<file path="src/rtl/fp_pkg.sv">
// rtl/fp_pkg.sv - shared types and FP constants for the multiplier writeback stage
package fp_pkg;

   localparam int FP_REG_ADDR_W = 5;

   localparam logic [30:0] FP_INF_MAG  = {8'hFF, 23'h0};
   localparam logic [30:0] FP_ZERO_MAG = 31'h0;

   typedef struct packed {
      logic [31:0]              data;
      logic                     ovf;
      logic                     unf;
      logic [FP_REG_ADDR_W-1:0] dest;
   } wb_entry_t;

   typedef enum logic {
      RUN  = 1'b0,
      TRAP = 1'b1
   } fp_wb_state_e;

   // Overflow takes precedence when the multiplier reports both conditions.
   function automatic logic [31:0] fp_substitute(input logic [31:0] raw,
                                                 input logic        ovf,
                                                 input logic        unf);
      logic [31:0] res;
      res = raw;
      if (ovf) begin
         res = {raw[31], FP_INF_MAG};
      end else if (unf) begin
         res = {raw[31], FP_ZERO_MAG};
      end
      return res;
   endfunction

endpackage

</file>
<file path="src/rtl/fp_wb_fifo.sv">
// rtl/fp_wb_fifo.sv - DEPTH-entry FIFO of writeback entries with flush
module fp_wb_fifo
   import fp_pkg::*;
#(
   parameter int  DEPTH = 2,
   localparam int PW    = $clog2(DEPTH),
   localparam int CW    = $clog2(DEPTH + 1)
) (
   input  logic          clk,
   input  logic          rst_n,
   input  logic          push,
   input  wb_entry_t     push_data,
   input  logic          pop,
   input  logic          flush,
   output wb_entry_t     head,
   output logic [CW-1:0] count
);

   wb_entry_t     mem_q [DEPTH];
   logic [PW-1:0] wr_ptr_q, wr_ptr_d;
   logic [PW-1:0] rd_ptr_q, rd_ptr_d;
   logic [CW-1:0] count_q, count_d;

   // Flush wins over everything, including a same-cycle push.
   always_comb begin
      wr_ptr_d = wr_ptr_q;
      rd_ptr_d = rd_ptr_q;
      count_d  = count_q;
      if (flush) begin
         wr_ptr_d = '0;
         rd_ptr_d = '0;
         count_d  = '0;
      end else begin
         if (push) wr_ptr_d = wr_ptr_q + PW'(1);
         if (pop)  rd_ptr_d = rd_ptr_q + PW'(1);
         count_d = count_q + CW'(push) - CW'(pop);
      end
   end

   always_ff @(posedge clk or negedge rst_n) begin
      if (!rst_n) begin
         wr_ptr_q <= '0;
         rd_ptr_q <= '0;
         count_q  <= '0;
      end else begin
         wr_ptr_q <= wr_ptr_d;
         rd_ptr_q <= rd_ptr_d;
         count_q  <= count_d;
      end
   end

   always_ff @(posedge clk) begin
      if (push && !flush) begin
         mem_q[wr_ptr_q] <= push_data;
      end
   end

   assign head  = mem_q[rd_ptr_q];
   assign count = count_q;

endmodule

</file>
<file path="src/rtl/fp_mul_writeback.sv">
// rtl/fp_mul_writeback.sv - FP multiplier writeback: buffering, substitution, sticky flags, trap FSM
module fp_mul_writeback
   import fp_pkg::*;
#(
   parameter int  DEPTH      = 2,
   parameter int  REG_ADDR_W = FP_REG_ADDR_W,
   localparam int CW         = $clog2(DEPTH + 1)
) (
   input  logic                  clk,
   input  logic                  rst_n,
   input  logic                  in_valid,
   output logic                  in_ready,
   input  logic [31:0]           in_result,
   input  logic                  in_overflow,
   input  logic                  in_underflow,
   input  logic [REG_ADDR_W-1:0] in_dest,
   input  logic                  en_overflow,
   input  logic                  en_underflow,
   output logic                  wb_valid,
   input  logic                  wb_ready,
   output logic [REG_ADDR_W-1:0] wb_addr,
   output logic [31:0]           wb_data,
   output logic                  flag_overflow,
   output logic                  flag_underflow,
   input  logic                  flags_clear,
   output logic                  trap,
   output logic [1:0]            trap_cause,
   input  logic                  trap_ack,
   input  logic                  flush,
   output logic [CW-1:0]         count
);

   fp_wb_state_e  state_q, state_d;
   logic [1:0]    trap_cause_q, trap_cause_d;
   logic          flag_ovf_q, flag_ovf_d;
   logic          flag_unf_q, flag_unf_d;
   wb_entry_t     push_entry, head;
   logic          push, pop, head_present, head_traps;
   logic [CW-1:0] count_w;

   assign in_ready     = count_w < CW'(DEPTH);
   assign push         = in_valid && in_ready;
   assign head_present = count_w != '0;
   // Enables are evaluated against the head, so they may change while entries wait.
   assign head_traps   = (head.ovf && en_overflow) || (head.unf && en_underflow);

   always_comb begin
      push_entry      = '0;
      push_entry.data = fp_substitute(in_result, in_overflow, in_underflow);
      push_entry.ovf  = in_overflow;
      push_entry.unf  = in_underflow;
      push_entry.dest = in_dest;
   end

   fp_wb_fifo #(.DEPTH(DEPTH)) u_fifo (
      .clk       (clk),
      .rst_n     (rst_n),
      .push      (push),
      .push_data (push_entry),
      .pop       (pop),
      .flush     (flush),
      .head      (head),
      .count     (count_w)
   );

   always_ff @(posedge clk or negedge rst_n) begin
      if (!rst_n) begin
         state_q      <= RUN;
         trap_cause_q <= 2'b00;
         flag_ovf_q   <= 1'b0;
         flag_unf_q   <= 1'b0;
      end else begin
         state_q      <= state_d;
         trap_cause_q <= trap_cause_d;
         flag_ovf_q   <= flag_ovf_d;
         flag_unf_q   <= flag_unf_d;
      end
   end

   always_comb begin
      state_d      = state_q;
      trap_cause_d = trap_cause_q;
      case (state_q)
         RUN: begin
            if (head_present && head_traps) begin
               state_d      = TRAP;
               trap_cause_d = {head.unf, head.ovf};
            end
         end
         TRAP: begin
            if (trap_ack) state_d = RUN;
         end
         default: state_d = RUN;
      endcase
   end

   always_comb begin
      wb_valid = 1'b0;
      pop      = 1'b0;
      if (state_q == RUN && head_present) begin
         wb_valid = !head_traps;
         pop      = head_traps || wb_ready;
      end
   end

   // A set from a popping entry overrides a same-cycle clear.
   always_comb begin
      flag_ovf_d = flags_clear ? 1'b0 : flag_ovf_q;
      flag_unf_d = flags_clear ? 1'b0 : flag_unf_q;
      if (pop) begin
         flag_ovf_d = flag_ovf_d || head.ovf;
         flag_unf_d = flag_unf_d || head.unf;
      end
   end

   assign wb_addr        = wb_valid ? REG_ADDR_W'(head.dest) : '0;
   assign wb_data        = wb_valid ? head.data : 32'h0;
   assign trap           = state_q == TRAP;
   assign trap_cause     = trap_cause_q;
   assign flag_overflow  = flag_ovf_q;
   assign flag_underflow = flag_unf_q;
   assign count          = count_w;

endmodule

</file>
<file path="config.mk">
export PLATFORM = sky130hd
export DESIGN_NAME = fp_mul_writeback
export DESIGN_NICKNAME = d
export VERILOG_FILES = /design/src/rtl/fp_pkg.sv /design/src/rtl/fp_wb_fifo.sv /design/src/rtl/fp_mul_writeback.sv
export SDC_FILE = /design/constraint.sdc
export NUM_CORES = 1
export LEC_CHECK = 0
export CORE_UTILIZATION = 35
export CTS_BUF_LIST = sky130_fd_sc_hd__clkbuf_8
export DETAILED_ROUTE_END_ITERATION = 7
export SYNTH_ARGS = -nofsm -noshare
export SYNTH_HDL_FRONTEND = slang
export SYNTH_SLANG_ARGS = --single-unit
</file>
<file path="constraint.sdc">
create_clock -name clk -period 6.9 [get_ports clk]
set_clock_uncertainty 0.05 [all_clocks]
set_input_delay 2.07 -clock clk [delete_from_list [all_inputs] [get_ports clk]]
set_output_delay 2.07 -clock clk [all_outputs]
set_load 0.02 [all_outputs]
</file>
# Word-level counts from Yosys, hierarchy flattened
# Memories as Yosys holds them, arrays and structs flattened.
# Cells that the tools add are included.
[totals]
reg_bits = 9
mem_bits_rw = 78
output_inout_bits = 46
memories = 1
[op_classes]
add_sub_neg = 4
order_cmp = 1
n_mux = 20
bitwise = 1
n_reduce_logical = 16
[mem_list]
columns = ["memory", "words", "width", "read_ports", "rd_clocked_by_memory_dff", "wr", "line_no", "source"]
rows = [
  ["u_fifo.mem_q", 2, 39, 1, 0, 1, "fp_wb_fifo.sv:19", "wb_entry_t mem_q [DEPTH];"],
]
[op_table]
columns = ["cell", "count"]
rows = [
  ["$mux 31", 2],
  ["$mux 32", 1],
  ["$mux 1", 14],
  ["$logic_and 1x1->1", 6],
  ["$reduce_bool 2->1", 3],
  ["$mux 5", 1],
  ["$logic_or 1x1->1", 4],
  ["$add 1x1->1 const B", 2],
  ["$add 2x1->2", 1],
  ["$logic_not 1->1", 2],
  ["$lt 2x2->1 const B", 1],
  ["$mux 2", 1],
  ["$pmux 1 s2", 1],
  ["$reduce_and 2->1", 1],
  ["$sub 2x1->2", 1],
  ["$not 1->1", 1],
]

# Depth between registers and ports, before layout
# Gate-level depths: netlist of run 1.
# An unclocked memory read counts as a cell.
[depth]
ltp_word = 7
ltp_mapped = 10
ltp_nobuf = 9

# By module
# A second synthesis of run 1 with hierarchy kept.
[unflattened]
cells_unflattened = 235
hier_area_um2 = 3762.4
[by_module_without_submodules]
columns = ["mod", "n_inst", "cells_each", "area_per_inst_um2"]
rows = [
  ["fp_wb_fifo", 1, 138, 3029.2],
  ["fp_mul_writeback", 1, 97, 733.2],
]

# Worst setup path before layout of run 1
# OpenSTA, ideal clock, no wires.
[synth_path]
kind = "input to register"
from = "input in_valid"
to = "memory u_fifo.mem_q[0][0] in the netlist's numbering (enable)"
arrival_time_ns = 5.227
path_slack_ns = 1.131
cell_stages = 2
cell_sequence = "nor2b_1 > nor3b_1"
[synth_via]
elab_chain_cells = 4
[synth_lines]
columns = ["element", "line_no", "source"]
rows = [
  ["start, declared", "fp_mul_writeback.sv:11", "input logic in_valid,"],
  ["$logic_and 1x1->1", "fp_mul_writeback.sv:42", "assign push = in_valid && in_ready;"],
  ["$logic_and 1x1->1", "fp_wb_fifo.sv:53", "if (push && !flush) begin"],
  ["$mux 1", "fp_wb_fifo.sv:53", ""],
  ["$mux 1 (not written as such)", "fp_wb_fifo.sv:54", "mem_q[wr_ptr_q] <= push_data;"],
  ["end, declared", "fp_wb_fifo.sv:19", ""],
]
# Every way passes these cells.

# Worst setup path after layout of run 1
[layout_path]
from = "input en_underflow"
to = "output wb_data[22]"
[layout_via]
elab_chain_cells = 5
[layout_lines]
columns = ["element", "line_no", "source"]
rows = [
  ["start, declared", "fp_mul_writeback.sv:18", "input logic en_underflow,"],
  ["$logic_and 1x1->1", "fp_mul_writeback.sv:45", "assign head_traps = (head.ovf && en_overflow) || (head.unf && en_underflow);"],
  ["$logic_or 1x1->1", "fp_mul_writeback.sv:45", ""],
  ["$logic_not 1->1", "fp_mul_writeback.sv:101", "wb_valid = !head_traps;"],
  ["$mux 1", "fp_mul_writeback.sv:100", "if (state_q == RUN && head_present) begin"],
  ["$mux 32", "fp_mul_writeback.sv:117", "assign wb_data = wb_valid ? head.data : 32'h0;"],
  ["end, declared", "fp_mul_writeback.sv:22", "output logic [31:0] wb_data,"],
]
# Every way passes these cells.

==> metrics.yaml, run 1 <==
status: "finished clean"
whs_path_depth: 2
rr_worst_depth: 9
post_drt_wl_per_cell_um: 14.3
synth_top_family_by_area: "multiplexers"
drive_gt1_share_pct: 6.84
overflow: 0
cts_hold_buf: 0
cts_tree: "built"
cts-root-buf: "clkbuf_8"
relSlewSlack_pct: 35.7
synth.yosys.seq_area_share_pct: 70.4
dieArea_um2: 10800
yosys_warnings: 0
finalSetupViolCount: 0
cellLeakagePower_nw: 1.73
cts_sinks: 87
htree_levels: 3
ir_drop_v: 0.000143
io_buffers: 93
start_util_pct: 36.7
clk_pin_slew_ns: 0.08
synthSimpleGateAreaFrac_pct: 9.98
hold_viol_final: 0
viasPerCell: 4.53
ant_nets: 0
finalCritPeriodShare_pct: 87.7
post_cts_buffers: 0
synth_seq_cells: 87
path_class: "input port to primary output"
wl_met1_mm: 3.14
place_area_um2: 4710
power_mw: 1.56
worst_pin_slew_ns: 0.965
final_nets: 396
antennaDiodeCount: 0
synth_area_um2: 3650
die_w_um: 104
dp_hpwl_mm: 4.43
grt_usage_pct: 13.7
drc_errors: 0
clock_latency_ns: 0.35
grt_pass1_wl_mm: 11.3
period_needed_ns: 6.05
synthAdderAreaFrac_pct: 0.686
cap_violations: 0
synth_compound_area_share_pct: 3.98
clockBufferDepth: 2
num_rows: 36
path_max_fanout: 18
synth_cell_types: 22
wl_met2_mm: 3.27
highest_layer: "met4"
clock.fmax_ghz: 0.165
cts_made_buffers: 9
drt_iter0_drc: 61
grt_max_degree: 40
gp_congestion: 0.761
grt_antenna_before_repair: 0
first_pass_iters: 4
synthCells: 250
pin_count: 94
core_area_um2: 9950
syn_avg_cell_area_um2: 14.6
first_global_vias: 2306
route.vias.total: 2192
synth_mux_area_share_pct: 11.2
cp-end-kind: "primary output"
maxSlewViolCount: 0
cp_data_required_time_ns: 4.78
synth-xor-area-share_pct: 0.720
syn_to_final_growth_pct: 33.9
min_path_type: "flip-flop to flip-flop"
routed_wl_mm: 6.92
tns_ns: 0
die_h_um: 104
rsz0062_at_grt: "false"
p_per_area_nw_per_um2: 319
cts_resized: 0
met3_length_um: 357
synth_fp_nets: 300
crit_arrival_ns: 3.93
final_area_um2: 4890
startpoint_type: "input port"
-- cells in the mapped netlist --
| cell | n | area (um2) |
|---|---|---|
| a22oi_4 | 1 | 21.3 |
| o21ai_0 | 5 | 25.0 |
| mux2i_1 | 37 | 370 |
| o22ai_1 | 3 | 18.8 |
| buf_6 | 4 | 45.0 |
| nand2_1 | 5 | 18.8 |
| dfrtp_1 | 9 | 225 |
| nor3b_1 | 1 | 7.51 |
| edfxtp_1 | 78 | 2340 |
| ha_1 | 2 | 25.0 |
| a21oi_1 | 4 | 20.0 |
| and3b_1 | 1 | 8.76 |
| mux2_4 | 1 | 15.0 |
| nor2_1 | 41 | 154 |
| mux2_2 | 2 | 22.5 |
| inv_1 | 9 | 33.8 |
| and2_1 | 25 | 156 |
| xnor2_1 | 3 | 26.3 |
| buf_2 | 3 | 15.0 |
| clkbuf_1 | 5 | 18.8 |
| nor2b_1 | 3 | 18.8 |
| a21o_1 | 8 | 60.1 |
-- cell type report --
class | instances | area, um2
Timing Repair Buffer | 97 | 961
Clock buffer | 9 | 124
Clock inverter | 7 | 55.1
Fill cell | 920 | 5070
Multi-Input combinational cell | 142 | 977
Tap cell | 133 | 166
Inverter | 9 | 33.8
Sequential cell | 87 | 2570
-- cell usage in the layout (no fill, tap or decap) --
| cell type | instances |
|---|---|
| xnor2_1 | 3 |
| mux2i_1 | 37 |
| edfxtp_1 | 78 |
| buf_4 | 4 |
| nor2b_1 | 3 |
| a21o_1 | 8 |
| clkinv_2 | 2 |
| clkdlybuf4s50_1 | 93 |
| mux2_2 | 2 |
| nor3b_2 | 1 |
| bufinv_16 | 1 |
| a21oi_1 | 4 |
| o22ai_1 | 3 |
| mux2_4 | 1 |
| dfrtp_1 | 8 |
| nor2_2 | 1 |
| o21ai_0 | 5 |
| a22oi_4 | 1 |
| and2_1 | 25 |
| inv_1 | 10 |
| clkinv_1 | 3 |
| nand2_1 | 5 |
| nor2_1 | 40 |
| and3b_2 | 1 |
| dfrtp_2 | 1 |
| clkbuf_8 | 9 |
| ha_1 | 2 |
-- sequential cells by signal (all words and copies together), names as in the netlist --
name / count
u_fifo.mem_q: 78
trap_cause: 2
trap: 1
flag_overflow: 1
u_fifo.count: 2
u_fifo.rd_ptr_q: 1
flag_underflow: 1
u_fifo.wr_ptr_q: 1
-- report_power, final --
group / leakage [nW] / internal (mW) / switching, mW
clock network: 0.0967 / 0.161 / 0.165
logic: 0.791 / 0.269 / 0.285
registers: 0.838 / 0.634 / 0.0455
total: 1.73 / 1.06 / 0.496
-- final timing paths --
| check | startpoint | slack (ns) | endpoint |
|---|---|---|---|
| worst max-delay path | en_underflow | 0.85 | wb_data[22] |
| worst min-delay path | trap_cause[0] | 0.47 | trap_cause[0] |
| worst max register to register | u_fifo.rd_ptr_q | 4.32 | u_fifo.count[1] |
| worst min register to register | trap_cause[0] | 0.47 | trap_cause[0] |
| max in group asynchronous | rst_n | 4.50 | u_fifo.rd_ptr_q |
| min in group asynchronous | rst_n | 1.97 | flag_overflow |
-- stage by stage --
| step | std cells | hold slack, ns | setup WS [ns] | utilization (%) |
|---|---|---|---|---|
| floorplan | 250 | 0.475 | 1.13 | - |
| global placement | 468 | 0.453 | 0.858 | 47.3 |
| detailed placement | 468 | 0.453 | 0.854 | 47.3 |
| CTS | 484 | 0.471 | 0.844 | 49.1 |
| global route | 484 | 0.525 | 0.710 | 49.1 |
| finish | 484 | 0.467 | 0.847 | 49.1 |
-- routing by layer --
layer  global-route usage, %  vias to the layer above
li1                        -                     1078
met1                    16.5                     1030
met2                    22.4                       71
met3                    3.51                       13
met4                    7.86                        0
met5                       0                        -
-- cell families after synthesis --
group,Yosys count
muxes,40
and+or+nand+nor,76
xor gates and xnor gates,3
buffers and inverters,21
adders and majority gates,2
AOI/OAI and AO/OA,21
DFF,87
-- worst max-delay path, cell delays in order --
cell	delay (ns)
clkdlybuf4s50_1	0.49
a22oi_4	0.22
nand2_1	0.09
buf_4	0.22
nor2_1	0.19
clkdlybuf4s50_1	0.63
No activity file was read; power rests on OpenSTA's default activity.
==> inputs of run 2 (changes only) <==
==> constraint.sdc (replaced) <==
create_clock -name clk -period 6.1 [get_ports clk]
set_clock_uncertainty 0.05 [all_clocks]
set_input_delay 1.83 -clock clk [delete_from_list [all_inputs] [get_ports clk]]
set_output_delay 1.83 -clock clk [all_outputs]
set_load 0.02 [all_outputs]
==> metrics.yaml, run 2 (same netlist as run 1, synthesis figures left out) <==
dp_hpwl_mm: 4.39
startpoint_type: "input port"
pin_count: 94
grt_max_degree: 40
cp-end-kind: "primary output"
min_path_type: "flip-flop to flip-flop"
drt_iter0_drc: 71
post_drt_wl_per_cell_um: 14.3
cts-root-buf: "clkbuf_8"
clockBufferDepth: 2
cts_resized: 0
top_register: "u_fifo.mem_q"
path_max_fanout: 18
first_global_vias: 2229
clock.fmax_ghz: 0.179
grt_pass1_wl_mm: 11.2
finalWorstSetupSlack_ns: 0.527
final_common_cell: "clkdlybuf4s50_1"
worst_pin_slew_ns: 0.974
cp_data_required_time_ns: 4.22
hold_ws_ns: 0.460
cts_sinks: 87
post_cts_buffers: 0
core_area_um2: 9950
grt_usage_pct: 13.5
viasPerCell: 4.63
final_nets: 396
relSlewSlack_pct: 35.1
cellLeakagePower_nw: 1.74
path_class: "input port to primary output"
dp_slack_ns: 0.520
p_per_area_nw_per_um2: 369
cts_made_buffers: 9
dieArea_um2: 10800
overflow: 0
gp_congestion: 0.748
hold_viol_final: 0
rsz0062_at_grt: "false"
drive_gt1_share_pct: 7.41
place_area_um2: 4710
status: "finished clean"
final_area_um2: 4920
period_needed_ns: 5.57
die_w_um: 104
finalCoreUtilization_pct: 49.4
ant_nets: 0
antennaDiodeCount: 0
cts_hold_buf: 0
start_util_pct: 36.7
ir_drop_v: 0.000172
route.vias.total: 2240
clk_pin_slew_ns: 0.07
cts_tree: "built"
die_h_um: 104
largest_reg_flops: 78
io_buffers: 93
cap_violations: 0
rr_worst_depth: 9
finalSetupViolCount: 0
drc_errors: 0
num_rows: 36
tns_ns: 0
crit_arrival_ns: 3.69
first_pass_iters: 4
routed_wl_mm: 6.91
htree_levels: 3
finalCritPeriodShare_pct: 91.4
grt_antenna_before_repair: 0
whs_path_depth: 2
clock_latency_ns: 0.34
syn_to_final_growth_pct: 34.9
final_cell_mix: "clkdlybuf4s50_1 (93), edfxtp_1 (78), nor2_1 (40)"
maxSlewViolCount: 0
[run 2: final timing paths]
| kind | startpoint | slack, ns | to |
|---|---|---|---|
| setup / recovery | en_underflow | 0.53 | wb_data[22] |
| hold / removal | trap_cause[0] | 0.46 | trap_cause[0] |
| setup reg to reg | u_fifo.rd_ptr_q | 3.58 | u_fifo.count[1] |
| hold reg to reg | trap_cause[0] | 0.46 | trap_cause[0] |
| max in group asynchronous | rst_n | 3.92 | u_fifo.rd_ptr_q |
| min in group asynchronous | rst_n | 1.74 | u_fifo.count[1] |
[run 2: metrics by stage]
stage               instances  total power [mW]
floorplan                 250              1.17
global placement          468              1.41
detailed placement        468              1.42
CTS                       484              1.85
global route              484              1.92
finish                    484              1.82
[run 2: per-layer routing]
metal	GRT usage (%)	up-vias	share of wire [%]
met4	5.82	0	1.1
met1	17.2	1072	45
met5	0	-	0
li1	-	1080	-
met3	2.69	7	4.9
met2	22.2	81	49
[run 2: final cells by class]
cell class                 count  area, um2
clock buffer                   9        124
clock inverter                 7       90.1
inverter                       9       33.8
tap                          133        166
fill                         921       5030
timing repair buffer          97        961
multi-input combinational    142        977
sequential                    87       2570
[run 2: power by group]
part / internal, mW / switching, mW / total [mW]
logic: 0.304 / 0.324 / 0.629
clock network: 0.229 / 0.194 / 0.423
registers: 0.718 / 0.0481 / 0.766
total: 1.25 / 0.566 / 1.82
[run 2: worst max-delay path, stage by stage]
cell             delay, ns
clkdlybuf4s50_1       0.51
a22oi_4               0.23
nand2_1               0.09
buf_4                 0.22
nor2_1                0.16
clkdlybuf4s50_1       0.64
